<file path="src/rtl/coerencia_pkg.sv">
// Shared definitions for the coherence memory subsystem: widths, cache-line
// states, bus messages and main-memory FSM states.
package coerencia_pkg;

  localparam int unsigned ADDR_W = 3;
  localparam int unsigned DATA_W = 3;
  localparam int unsigned N_WORDS = 1 << ADDR_W;

  typedef logic [ADDR_W-1:0] addr_t;
  typedef logic [DATA_W-1:0] data_t;

  // MSI cache-line states
  typedef enum logic [1:0] {
    INVALIDO      = 2'd0,
    MODIFICADO    = 2'd1,
    COMPARTILHADO = 2'd2
  } estado_cache_t;

  // Snooping bus messages
  typedef enum logic [2:0] {
    BUS_NADA   = 3'd0,
    BUS_RD     = 3'd1,
    BUS_RDX    = 3'd2,
    BUS_INV    = 3'd3,
    BUS_WB     = 3'd4
  } msg_bus_t;

  // Main-memory read FSM
  typedef enum logic [1:0] {
    MEM_IDLE = 2'd0,
    MEM_WAIT = 2'd1,
    MEM_RESP = 2'd2
  } estado_mem_t;

  // One write-back buffer entry
  typedef struct packed {
    addr_t addr;
    data_t data;
  } wb_entry_t;

endpackage

</file>
<file path="src/rtl/memoria_principal_fila_wb.sv">
// Write-back FIFO in front of the memory array. Exposes the live entries in
// age order (index 0 = head/oldest) so reads can forward pending data.
module fila_wb
  import coerencia_pkg::*;
#(
  parameter int unsigned DEPTH = 2
) (
  input  logic                           clock,
  input  logic                           resetn,
  input  logic                           push_i,
  input  logic                           pop_i,
  input  wb_entry_t                      din_i,
  output logic                           full_o,
  output logic                           empty_o,
  output logic [$clog2(DEPTH+1)-1:0]     count_o,
  output wb_entry_t                      head_o,
  output wb_entry_t [DEPTH-1:0]          view_o,
  output logic [DEPTH-1:0]               view_vld_o
);

  localparam int unsigned PW = (DEPTH > 1) ? $clog2(DEPTH) : 1;
  localparam int unsigned CW = $clog2(DEPTH+1);

  logic [PW-1:0]         head_q, tail_q;
  logic [CW-1:0]         count_q;
  wb_entry_t [DEPTH-1:0] ent_q;
  logic                  do_push, do_pop;

  assign full_o  = (count_q == CW'(DEPTH));
  assign empty_o = (count_q == '0);
  assign count_o = count_q;
  assign head_o  = ent_q[head_q];

  // A full buffer still accepts a push when the head leaves on the same edge
  assign do_pop  = pop_i && !empty_o;
  assign do_push = push_i && (!full_o || do_pop);

  // Age-ordered view of the buffer, wrapping from head
  always_comb begin
    int unsigned idx;
    view_o     = '0;
    view_vld_o = '0;
    idx        = 0;
    for (int unsigned i = 0; i < DEPTH; i++) begin
      idx = 32'(head_q) + i;
      if (idx >= DEPTH) idx = idx - DEPTH;
      view_o[i]     = ent_q[idx[PW-1:0]];
      view_vld_o[i] = (CW'(i) < count_q);
    end
  end

  // Pointer and occupancy bookkeeping, pointers wrap modulo DEPTH
  always_ff @(posedge clock or negedge resetn) begin
    if (!resetn) begin
      head_q  <= '0;
      tail_q  <= '0;
      count_q <= '0;
      ent_q   <= '0;
    end else begin
      if (do_push) begin
        ent_q[tail_q] <= din_i;
        tail_q        <= (tail_q == PW'(DEPTH-1)) ? '0 : tail_q + 1'b1;
      end
      if (do_pop) begin
        head_q <= (head_q == PW'(DEPTH-1)) ? '0 : head_q + 1'b1;
      end
      if (do_push && !do_pop)      count_q <= count_q + 1'b1;
      else if (!do_push && do_pop) count_q <= count_q - 1'b1;
    end
  end

endmodule

</file>
<file path="src/rtl/memoria_principal.sv">
// Main memory: 8x3 array behind a write-back buffer, with a fixed-latency
// read port. Read data is resolved when the read is sampled and delivered
// LAT_READ edges later with a one-cycle mem_valid strobe.
module memoria_principal
  import coerencia_pkg::*;
#(
  parameter int unsigned LAT_READ = 2,
  parameter int unsigned WB_DEPTH = 2
) (
  input  logic              clock,
  input  logic              resetn,
  input  logic              WB,
  input  logic [ADDR_W-1:0] enderecoWB,
  input  logic [DATA_W-1:0] dadoWB,
  input  logic              read,
  input  logic [ADDR_W-1:0] enderecoMem,
  output logic [DATA_W-1:0] dadoMem,
  output logic              mem_valid,
  output logic              busy,
  output logic              wb_full,
  output logic              overflow
);

  localparam int unsigned CW = $clog2(WB_DEPTH+1);

  estado_mem_t              state_q;
  logic [2:0]               cnt_q;
  data_t                    resp_q;
  data_t                    dado_q;
  logic                     valid_q;
  logic                     ovf_q;
  data_t                    mem_q [N_WORDS];

  logic                     fifo_full, fifo_empty, pop;
  logic [CW-1:0]            fifo_count;
  wb_entry_t                fifo_head;
  wb_entry_t [WB_DEPTH-1:0] fifo_view;
  logic [WB_DEPTH-1:0]      fifo_vld;
  data_t                    fwd_d;
  logic                     drop;

  fila_wb #(.DEPTH(WB_DEPTH)) u_fila (
    .clock      (clock),
    .resetn     (resetn),
    .push_i     (WB),
    .pop_i      (pop),
    .din_i      ({enderecoWB, dadoWB}),
    .full_o     (fifo_full),
    .empty_o    (fifo_empty),
    .count_o    (fifo_count),
    .head_o     (fifo_head),
    .view_o     (fifo_view),
    .view_vld_o (fifo_vld)
  );

  assign pop       = (state_q == MEM_IDLE) && !fifo_empty;
  assign drop      = WB && fifo_full && !pop;
  assign wb_full   = (fifo_count == CW'(WB_DEPTH));
  assign busy      = (state_q != MEM_IDLE);
  assign dadoMem   = dado_q;
  assign mem_valid = valid_q;
  assign overflow  = ovf_q;

  // Newest value wins: array, then buffer oldest-to-newest, then same-edge WB.
  // The entry being drained this edge is still visible in the buffer view.
  always_comb begin
    fwd_d = mem_q[enderecoMem];
    for (int unsigned i = 0; i < WB_DEPTH; i++) begin
      if (fifo_vld[i] && fifo_view[i].addr == enderecoMem) fwd_d = fifo_view[i].data;
    end
    if (WB && enderecoWB == enderecoMem) fwd_d = dadoWB;
  end

  // Read FSM, registered outputs, array drain and sticky error flag
  always_ff @(posedge clock or negedge resetn) begin
    if (!resetn) begin
      state_q <= MEM_IDLE;
      cnt_q   <= '0;
      resp_q  <= '0;
      dado_q  <= '0;
      valid_q <= 1'b0;
      ovf_q   <= 1'b0;
      for (int unsigned i = 0; i < N_WORDS; i++) mem_q[i] <= data_t'(i);
    end else begin
      valid_q <= 1'b0;
      if (pop)  mem_q[fifo_head.addr] <= fifo_head.data;
      if (drop) ovf_q <= 1'b1;
      case (state_q)
        MEM_IDLE: begin
          if (read) begin
            resp_q <= fwd_d;
            if (LAT_READ == 1) begin
              state_q <= MEM_RESP;
            end else begin
              state_q <= MEM_WAIT;
              cnt_q   <= 3'd1;
            end
          end
        end
        MEM_WAIT: begin
          if (read) ovf_q <= 1'b1;
          if (cnt_q == 3'(LAT_READ-1)) state_q <= MEM_RESP;
          else                         cnt_q   <= cnt_q + 3'd1;
        end
        MEM_RESP: begin
          if (read) ovf_q <= 1'b1;
          state_q <= MEM_IDLE;
          cnt_q   <= '0;
          dado_q  <= resp_q;
          valid_q <= 1'b1;
        end
        default: state_q <= MEM_IDLE;
      endcase
    end
  end

endmodule
</file>
<file path="config.mk">
export PLATFORM = sky130hd
export DESIGN_NAME = memoria_principal
export DESIGN_NICKNAME = d
export VERILOG_FILES = /design/src/rtl/coerencia_pkg.sv /design/src/rtl/memoria_principal_fila_wb.sv /design/src/rtl/memoria_principal.sv
export SDC_FILE = /design/constraint.sdc
export NUM_CORES = 1
export LEC_CHECK = 0
export BUFFER_PORTS_ARGS = -buffer_cell sky130_fd_sc_hd__buf_2
export CAP_MARGIN = 20
export CORE_ASPECT_RATIO = 0.6
export CORE_UTILIZATION = 45
export CTS_CLUSTER_DIAMETER = 40
export CTS_CLUSTER_SIZE = 24
export DETAILED_ROUTE_END_ITERATION = 12
export GPL_ROUTABILITY_DRIVEN = 0
export PLACE_DENSITY = 0.68
export REMOVE_ABC_BUFFERS = 1
export SLEW_MARGIN = 0
export SYNTH_ARGS = -nofsm -noshare
export SYNTH_HDL_FRONTEND = slang
export SYNTH_SLANG_ARGS = --single-unit
</file>
<file path="constraint.sdc">
create_clock -name clock -period 2.1 [get_ports clock]
set_input_delay 0.42 -clock clock [delete_from_list [all_inputs] [get_ports clock]]
set_output_delay 0.42 -clock clock [all_outputs]
set_load 0.005 [all_outputs]
</file>
# Word level (Yosys, flattened, before mapping)
# Cells that the tools add are included.
# W data, S select, Z words.
# totals
ff_bits,53
inputBits,13
output_inout_bits,7
word_cells,114
# op_classes
n_addsub,8
order_cmp,12
n_eq_ne,10
n_mux,34
bitwise_logic,2
reduce_logical,27
# ops
op,n
$mux W6,7
$bwmux W24,1
$mux W3,8
$bwmux W12,1
$logic_and A1 B1 Y1,12
$bmux W3 S3,1
$demux W3 S3,1
$eq A3 B3 Y1,3
$pmux W3 S3,1
$ge A4 B4 Y1 const B,2
$lt A1 B2 Y1 const B,4
$mux W1,8
$mux W2,4
$not A3 Y4,2
$demux W6 S1,1
$ne A2 B2 Y1 const B,3
$logic_not A1 Y1,5
$eq A2 B2 Y1 const B,2
$logic_not A2 Y1,2
$lt A1 B2 Y1 const A,2
$lt A4 B1 Y1 const B,1
$pmux W2 S2,1
$reduce_and A2 Y1,2
$reduce_bool A2 Y1,2
15 further kinds,17

# Longest topological paths before layout
# depth
word_depth,10
mapped_depth,11
ltp_nobuf,9

# Modules after synthesis
# From an unflattened synthesis, not the netlist that was laid out.
# unflattened
hier_cells,229
area_unflattened_um2,2984.1
# modules_own_cells
mod,n_inst,cells_each,area_per_inst_um2,seq_area_each_um2
memoria_principal,1,162,2045.7,940.9
fila_wb,1,67,938.4,400.4

# Least setup slack after synthesis
# No wires, ideal clock.
# synth_timing
kind,register to register
startpoint,register state_q[0]
endpoint,register mem_q[14] (netlist name)
setup_ns,0.125
arrival_time_ns,1.929
t_required_ns,1.975
setup_slack_ns,0.047
stages_incl_launch_ff,9
path_buffers,2
synth_period_minus_slack_ns,2.053
cell_sequence,dfrtp_1 > inv_1 > ha_1 > buf_2 > nand2b_1 > clkbuf_1 > or2_2 > nor3_1 > mux2_2
# synth_between
elab_chain_cells,2
# synth_lines
element,line_no,source
start: declaration,memoria_principal.sv:26,estado_mem_t state_q;
start signal: assignment,memoria_principal.sv:77,state_q <= MEM_IDLE;
start signal: assignment,memoria_principal.sv:93,state_q <= MEM_RESP;
start signal: assignment,memoria_principal.sv:95,state_q <= MEM_WAIT;
$logic_not A2 Y1,memoria_principal.sv:56,assign pop = (state_q == MEM_IDLE) && !fifo_empty;
$logic_and A1 B1 Y1,memoria_principal.sv:56,
end signal: indexed assignment,memoria_principal.sv:86,if (pop) mem_q[fifo_head.addr] <= fifo_head.data;
end: declaration,memoria_principal.sv:32,data_t mem_q [N_WORDS];
# No other way between the ends.
# A chain may end at the register's enable or synchronous reset.

# Worst setup path after layout
# layout_timing
startpoint,register u_fila.count_q[0] (netlist: u_fila.count_o[0])
endpoint,register mem_q[7] (netlist name)
# layout_between
elab_chain_cells,3
# layout_lines
element,line_no,source
start: declaration,memoria_principal_fila_wb.sv:25,logic [CW-1:0] count_q;
start signal: assignment,memoria_principal_fila_wb.sv:67,if (do_push && !do_pop) count_q <= count_q + 1'b1;
start signal: assignment,memoria_principal_fila_wb.sv:68,else if (!do_push && do_pop) count_q <= count_q - 1'b1;
$logic_not A2 Y1,memoria_principal_fila_wb.sv:30,assign empty_o = (count_q == '0);
$logic_not A1 Y1,memoria_principal.sv:56,
$logic_and A1 B1 Y1,memoria_principal.sv:56,
# No other way between the ends.

==> flow_metrics.tcl <==
set metrics [dict create \
    status "complete, no violations" \
    multi_input_area_um2 1410 \
    die_x_um 104.2 \
    drive_gt1_share_pct 42.70 \
    cp-startpoint "u_fila.count_o[0]" \
    drt_iter0_markers 71 \
    setup_viol 0 \
    dp_hpwl_um 4609 \
    wl_per_cell_um 17.05 \
    yosysUniqueCellTypes 30 \
    seqPwrFrac_pct 38.0 \
    max_cap_violations 0 \
    grt-ovfl-total 0 \
    fin_crit_sh_pct 93.03 \
    area_growth_pct 13.80 \
    max_stage_delay_ns 0.40 \
    p_per_area_nw_per_um2 1593 \
    ys.flop_type "dfrtp_1" \
    ir_worst_vdd_mv 0.6337 \
    rows 21 \
    cts_buffer_depth 2 \
    synthCells 229 \
    drt_wl_total_um 5917 \
    wl_met1_um 3382 \
    dr_wl_met3_um 201 \
    insertion_delay_ns 0.31 \
    dieArea_um2 6595 \
    antenna_found_initial 0 \
    end_kind "flop" \
    worstPathRequired_ns 2.31 \
    grt_pass1_wl_um 10230 \
    portBuffers 19 \
    path_clk_slew_ns 0.10 \
    r2r-end "mem_q[7]" \
    path_delay_family "simple AND/OR/NAND/NOR gates" \
    hold_path.class "in -> async" \
    start_util_pct 48.55 \
    worst_pin_slew_ns 0.6205 \
    whs_ns 0.08190 \
    dpl-instance-area_um2 3118 \
    crit_type "reg -> reg" \
    yosysSeqAreaShare_pct 47.58 \
    synth-seq-cells 53 \
    routed_via_density 5.461 \
    yosys_warnings 0 \
    final_nets 289 \
    r2r-start "u_fila.count_o[0]" \
    netlist_area_um2 2819 \
    reg2reg_depth 6 \
    avgSynthCellArea_um2 12.31 \
    highest_layer "met4" \
    path_depth 6 \
    yosys.area.top_type "dfrtp_1" \
    cp_max_fo 4 \
    finalPower_mw 5.110 \
    yosys.area.top_type_share_pct 36.40 \
    path_buf_inv 1 \
    final_hold_viol_count 0 \
    synth_edf_count 0 \
    seqCellArea_um2 1343 \
    arrival_ns 2.16 \
    dr.pass1.iters 4 \
    grt_max_degree 31 \
    power.leakage_nw 1.374 \
    antenna_cells 0 \
    finalInstanceArea_um2 3208 \
    cts.sinks 53 \
    finalSetupTns_ns 0 \
    r2r_slack_ns 0.15 \
    swShare_pct 37.47 \
    fmax_mhz 511.9 \
    crit_path_end "mem_q[7]" \
    track_usage_pct 20.35 \
    critPathSlowestCell "dfrtp_1" \
    rsz0062_at_grt "false" \
    grt_pass1_vias 1926 \
    async_reset_ff_share_pct 100.0 \
    clkPwrFrac_pct 11.2 \
    start_kind "flop" \
    dpl.cell_count 339 \
    stdcell_count 347 \
    p_switching_mw 1.915 \
    drv_slew 0 \
    routed-wl-met2_um 2268 \
    nFillCells 500 \
    core_area_um2 5807 \
    vias 1895 \
    clock_tree.root_cell "clkbuf_8" \
    numCtsBuffers 5 \
    p_int_mw 3.195 \
    skew_ns 0.01014 \
    cts_max_level 2 \
    min_period_ns 1.954 \
    synth_area_leaders "dfrtp_1, mux2_2, dfstp_2" \
    slew_headroom_pct 58.33 \
    combPwrFrac_pct 50.8 \
    cts_setup_buffers 0 \
    cp_cell_sequence "inv_1 > ha_1 > nand2b_1 > or2_2 > nor2_1 > mux2_2" \
    io_pins 20 \
    drc 0 \
    die_h_um 63.31 \
    drtAntennaViolNets 0 \
    cts_tree "yes" \
]
-- routing by layer --
layer  global-route usage [%]  up-vias
met5                        0        -
met3                    3.830        7
met1                    33.20      946
met2                    26.92       39
li1                         -      903
met4                    5.357        0
-- worst min path at each step --
stage	slack (ns)	endpoint	from
finish	0.08	mem_q[9]	resetn
global route	0.09	u_fila.ent_q[2]	resetn
CTS	0.09	u_fila.ent_q[2]	resetn
detailed placement	0.44	mem_q[9]	resetn
global placement	0.43	mem_q[9]	resetn
floorplan	0.12	cnt_q[0]	resetn
-- power groups by stage --
stage	Clock (mW)	Sequential, mW	Combinational [mW]
floorplan	0	1.87	1.78
global placement	0	1.94	2.52
detailed placement	0	1.96	2.58
CTS	0.594	1.94	2.59
global route	0.633	2.01	2.92
finish	0.574	1.94	2.59
-- cell usage in the layout, fill, tap and decap left out --
cell type   synthesis  routed
nand3_1             5       5
mux2i_4             1       1
dfstp_2            12      12
o21a_1              1       1
mux2i_1             6       6
nor2b_2             0       2
nand2b_1            1       1
mux2_2             48      48
inv_1              11      11
or2_2               1       1
a32o_1              1       1
dfrtp_2             0       1
nor2b_1             3       1
ha_1               10      10
buf_2               4      19
and4_1              1       1
nand2_1            14      14
o21ai_0             4       4
xnor2_1             8       8
clkinvlp_4          0       1
clkbuf_8            0       5
o311ai_1            3       3
nor3_1              6       6
buf_4               0      18
mux4_2              6       6
a311o_1             1       1
xor2_1              4       4
a211oi_1            3       3
clkbuf_1            3       2
nand4_1             5       5
dfrtp_1            41      40
o31ai_1             4       4
nor2_1             11      11
or4b_1              3       3
a21oi_1             8       8
-- logic make-up after synthesis --
| group | share of synthesized area [%] |
|---|---|
| multiplexers | 26.90 |
| flip-flops | 47.58 |
| AND/OR/NAND/NOR | 8.877 |
| AO/OA/AOI/OAI | 5.904 |
| buffers and inverters | 2.574 |
| XOR/XNOR | 3.728 |
| adder cells (fa/ha/maj) | 4.439 |
-- synth_stat cells (all sizes together), types with 5 or more instances --
library cell and count:
mux2i 7, xnor2 8, nor3 6, nand3 5, ha 10, nand4 5
inv 11, dfstp 12, nor2 11, dfrtp 41, mux2 48, nand2 14
a21oi 8, mux4 6
-- layout make-up --
cell class	instances	area share, %
tap	80	3.120
clock buffer	7	2.379
sequential	53	41.85
inverter	11	1.287
clock inverter	1	0.2340
timing repair buffer	37	7.176
multi-input combinational	158	43.95
-- state kept, by name, summed over array words and instances (netlist names) --
signal          count
mem_valid           1
mem_q              24
resp_q              3
dadoMem             3
cnt_q               3
u_fila.tail_q       1
state_q             2
u_fila.head_q       1
u_fila.count_o      2
overflow            1
u_fila.ent_q       12
-- stage by stage --
step	setup WS [ns]	utilization [%]
floorplan	-0.04505	-
global placement	0.1747	53.70
detailed placement	0.1088	53.70
CTS	0.09453	55.14
global route	0.006823	55.25
finish	0.1464	55.25
-- repair_timing --
action / in CTS / in global routing
hold buffers: 0 / 0
endpoints found under the setup margin: 0 / 9
resized for setup: 0 / 3
(Power assumes the default switching activity.)
